===== src/rtl/mac_seq.sv =====
// mac_seq: issues 3-bit operand pairs to a sequential multiplier and sums each frame's products (MAC_SAT_EN: saturating sum)
module mac_seq #(
   parameter int ACC_W = 9
) (
   input  logic             clk_i,
   input  logic             rst_i,
   input  logic [2:0]       a_bi,
   input  logic [2:0]       b_bi,
   input  logic             last_i,
   input  logic             valid_i,
   output logic             ready_o,
   output logic [2:0]       mul_a_bo,
   output logic [2:0]       mul_b_bo,
   output logic             mul_start_o,
   input  logic             mul_busy_i,
   input  logic [5:0]       mul_y_bi,
   output logic [ACC_W-1:0] y_bo,
   output logic             valid_o,
   output logic             ovf_o,
   output logic             busy_o
);
   typedef enum logic [2:0] {IDLE, ISSUE, WAIT_HI, WAIT_LO, DONE} state_t;
   state_t             r_state, w_next;
   logic [2:0]         r_a, r_b;
   logic               r_last, r_ovf, r_y_ovf;
   logic [ACC_W-1:0]   r_acc, r_y, w_acc_nx;
   logic [ACC_W:0]     w_sum;
   logic               w_ovf_nx, w_capture;
   assign w_sum     = {1'b0, r_acc} + {{(ACC_W-5){1'b0}}, mul_y_bi};
   assign w_ovf_nx  = r_ovf | w_sum[ACC_W];
   assign w_capture = (r_state == WAIT_LO) && !mul_busy_i;
`ifdef MAC_SAT_EN
   assign w_acc_nx  = w_ovf_nx ? '1 : w_sum[ACC_W-1:0];
`else
   assign w_acc_nx  = w_sum[ACC_W-1:0];
`endif
   always_comb begin
      w_next = r_state;
      case (r_state)
         IDLE:    w_next = valid_i ? ISSUE : IDLE;
         ISSUE:   w_next = WAIT_HI;
         WAIT_HI: w_next = mul_busy_i ? WAIT_LO : WAIT_HI;
         WAIT_LO: w_next = mul_busy_i ? WAIT_LO : (r_last ? DONE : IDLE);
         default: w_next = IDLE;
      endcase
   end
   // the frame result is registered as DONE is entered so it is visible alongside valid_o
   always_ff @(posedge clk_i) begin
      if (rst_i) begin
         r_state <= IDLE;
         r_a     <= '0;
         r_b     <= '0;
         r_last  <= 1'b0;
         r_acc   <= '0;
         r_ovf   <= 1'b0;
         r_y     <= '0;
         r_y_ovf <= 1'b0;
      end else begin
         r_state <= w_next;
         if (r_state == IDLE && valid_i) begin
            r_a    <= a_bi;
            r_b    <= b_bi;
            r_last <= last_i;
         end
         if (w_capture && r_last) begin
            r_y     <= w_acc_nx;
            r_y_ovf <= w_ovf_nx;
            r_acc   <= '0;
            r_ovf   <= 1'b0;
         end else if (w_capture) begin
            r_acc <= w_acc_nx;
            r_ovf <= w_ovf_nx;
         end
      end
   end
   assign ready_o     = r_state == IDLE;
   assign busy_o      = r_state != IDLE;
   assign mul_start_o = r_state == ISSUE;
   assign valid_o     = r_state == DONE;
   assign mul_a_bo    = r_a;
   assign mul_b_bo    = r_b;
   assign y_bo        = r_y;
   assign ovf_o       = r_y_ovf;
endmodule

===== config.mk =====
export PLATFORM = sky130hd
export DESIGN_NAME = mac_seq
export DESIGN_NICKNAME = d
export VERILOG_FILES = /design/src/rtl/mac_seq.sv
export SDC_FILE = /design/constraint.sdc
export NUM_CORES = 1
export LEC_CHECK = 0
export BUFFER_PORTS_ARGS = -buffer_cell sky130_fd_sc_hd__buf_4
export CORE_MARGIN = 3
export CORE_UTILIZATION = 41
export CTS_BUF_LIST = sky130_fd_sc_hd__clkbuf_8
export DETAILED_ROUTE_END_ITERATION = 7
export PLACE_DENSITY = 0.67
export SLEW_MARGIN = 20
export SYNTH_ARGS = -nofsm -noshare
export SYNTH_HDL_FRONTEND = slang
export SYNTH_SLANG_ARGS = --single-unit
export TNS_END_PERCENT = 20

===== constraint.sdc =====
create_clock -name clk_i -period 1.7 [get_ports clk_i]
set_input_delay 0.085 -clock clk_i [delete_from_list [all_inputs] [get_ports clk_i]]
set_output_delay 0.085 -clock clk_i [all_outputs]
set_load 0.02 [all_outputs]

==> flow_summary.json <==
{
  "holdPathStages": 3,
  "grt_pass1_vias": 1223,
  "cp-start-kind": "register",
  "finalPower_uw": 1510,
  "ant_nets": 0,
  "crit_chain": "ha_1, a211oi_2, o211ai_2, o211ai_1, nor3_1, a221o_1",
  "worst-endpoint-arrival_ps": 1900,
  "drc_errors": 0,
  "crit_buf_inv": 0,
  "grt_overflow": 0,
  "cap_violations": 0,
  "drive_gt1_share_pct": 35.0,
  "syn-cell-area_mm2": 0.00141,
  "pwr_density_cell_mw_per_mm2": 795,
  "synth_cells": 148,
  "rows": 20,
  "wl_um": 3260,
  "fin_skew_ps": 9.79,
  "via_per_inst": 5.19,
  "final.period_utilization_pct": 102,
  "slowest_delay_ps": 400,
  "synth.ff_latch_count": 30,
  "synth-main-ff-cell": "dfxtp_1",
  "postSynth.asyncResetShare_pct": 0,
  "core_mm2": 0.00318,
  "relSlewSlack_pct": 73.0,
  "dr.pass1.iters": 4,
  "fin_ws_ps": -35.0,
  "status": "finished, violations left",
  "io_buffers": 36,
  "required_ps": 1860,
  "final_common_cell": "buf_4",
  "final-hold-violation-count": 0,
  "clock_path_buffers": 2,
  "n_fill_cell": 302,
  "r2r_start": "r_acc[1]",
  "synthDistinctLibCells": 37,
  "ctsHoldBuffers": 0,
  "r2r_end": "ovf_o",
  "period_needed_ps": 1740,
  "worst_path_max_delay_cell": "dfxtp_1",
  "worstSetupEndpointType": "register",
  "drv_slew": 0,
  "violations": "setup timing",
  "ys_top_cells_by_area": "dfxtp_1 (42%), nand2_1 (6.6%), ha_1 (5.3%)",
  "vias": 1250,
  "critPathKind": "register to register",
  "fp.dieW_um": 64.7,
  "setup_viol": 4,
  "gp_congestion": 0.767,
  "vdd_drop_max_v": 0.000343,
  "cts_tree": "yes",
  "grt_start_max_net_pins": 13,
  "synth_top_area_share_pct": 42.5,
  "worstPathMaxFanout": 3,
  "cts_buffers": 5,
  "wl_per_cell_um": 13.5,
  "grt_setup_unrepaired": "true",
  "clock_sinks": 30,
  "hp-start": "b_bi[2]",
  "reg2regPathDepth": 6,
  "hold_slack_ps": 61.1,
  "route.top_layer_used": "met4",
  "reg2reg_slack_ps": -40,
  "ys_warn_count": 0,
  "grtUsageTotal_pct": 16.8,
  "synth_edf_count": 0,
  "tightest_slew_ps": 402,
  "min-delay-path-class": "primary input to register",
  "insertion_delay_ps": 280,
  "die_y_um": 64.7,
  "yosys.area.top_type": "dfxtp_1",
  "grt_pass1_wl_um": 5400,
  "dr_wl_met3_um": 167,
  "avgSynthCellArea_um2": 9.55,
  "crit_start": "r_acc[1]",
  "n_antenna_cell": 0,
  "dieArea_mm2": 0.00419,
  "antenna_found_initial": 0,
  "holdPathEnd": "mul_b_bo[2]",
  "cts_max_level": 2,
  "drtIter0Drc": 35,
  "layout_common_cells": "buf_4 (46), dfxtp_1 (29), nand2_1 (24)",
  "wl_met1_um": 1450,
  "cpLargestDelayFamily": "compound AO/OA/AOI/OAI gates",
  "syn_to_final_growth_pct": 34.2,
  "met2_wirelength_um": 1620,
  "io_pins": 37,
  "dp_hpwl_um": 2390,
  "fmax_ghz": 0.576,
  "cts_root_buffer": "clkbuf_8",
  "initial_utilization_pct": 44.5,
  "final_core_util_pct": 59.7,
  "syn-num-nets": 172,
  "clkTransAtPathRegs_ps": 60,
  "yosysSeqAreaShare_pct": 42.5,
  "nets": 220,
  "p_leak_uw": 0.000819
}
## repair_timing
action,in CTS,in global routing
setup buffers,2,0
pin swaps,10,3
setup endpoints to repair,5,8
resized for setup,5,0
## power breakdown
| group | switching [uW] | internal [uW] | leakage (uW) |
|---|---|---|---|
| sequential | 14.5 | 722 | 0.000244 |
| clock | 253 | 320 | 0.0000524 |
| combinational | 108 | 91.4 | 0.000523 |
| total | 375 | 1130 | 0.000819 |
## worst register-to-register path, stage by stage, from the launching register on
cell and delay [ps]:
dfxtp_1 400, ha_1 280, a211oi_2 270, o211ai_2 150, o211ai_1 180, nor3_1 90
a221o_1 260
## state kept, by name (all words and copies together), names as in the netlist
signal / count
r_last: 1
y_bo: 9
mul_a_bo: 3
r_state: 3
r_ovf: 1
mul_b_bo: 3
r_acc: 9
ovf_o: 1
## synth_stat cells, types with 2 or more instances
master and count:
dfxtp_1 30, nand2_1 25, a21oi_1 13, nor2_1 12, ha_1 6, o21ai_0 6
xor2_1 6, a22o_1 5, mux2i_1 5, a21o_1 3, nor3_1 3, xnor2_1 3
a211oi_2 2, buf_2 2, buf_6 2, inv_1 2, nor4_1 2, o211ai_1 2
## how the worst max path moves through the flow
stage | to | slack [ps] | cells past startpoint
CTS | y_bo[6] | -50 | 7
detailed placement | y_bo[6] | -70 | 7
global placement | y_bo[6] | -10 | 7
floorplan | y_bo[6] | 20 | 7
global route | y_bo[6] | -110 | 7
finish | ovf_o | -40 | 6
## cell type report
type	count	area [um2]	share of cell area, %
clock inverter	2	8.76	0.462
timing repair buffer	46	345	18.2
multi-input combinational	110	792	41.8
tap	44	55.1	2.90
sequential	30	602	31.7
inverter	3	11.3	0.594
clock buffer	6	82.6	4.35
## logic make-up (layout without fill, tap and decap cells)
logic type	Yosys count	count (layout)	synth area share, %
AOI/OAI and AO/OA	41	41	22.6
xor gates and xnor gates	9	9	5.58
adders and majority gates	7	7	6.73
buffers and inverters	8	57	3.36
DFF	30	30	42.5
muxes	5	5	3.54
and+or+nand+nor	48	48	15.8
## stage by stage
stage,instance area [um2],setup slack [ps],std cells,setup TNS [ps]
finish,1900,-35.0,241,-115
global route,1900,-113,241,-564
CTS,1900,-53.7,241,-79.9
detailed placement,1770,-74.5,231,-96.7
global placement,1770,-13.2,231,-13.2
floorplan,1420,22.4,148,0
## metal layers
layer	vias to the layer above	track usage, %
li1	622	-
met1	591	19.4
met2	35	29.0
met3	2	5.37
met4	0	6.07
met5	-	0
Note: power is estimated with default switching activity, not from simulation.
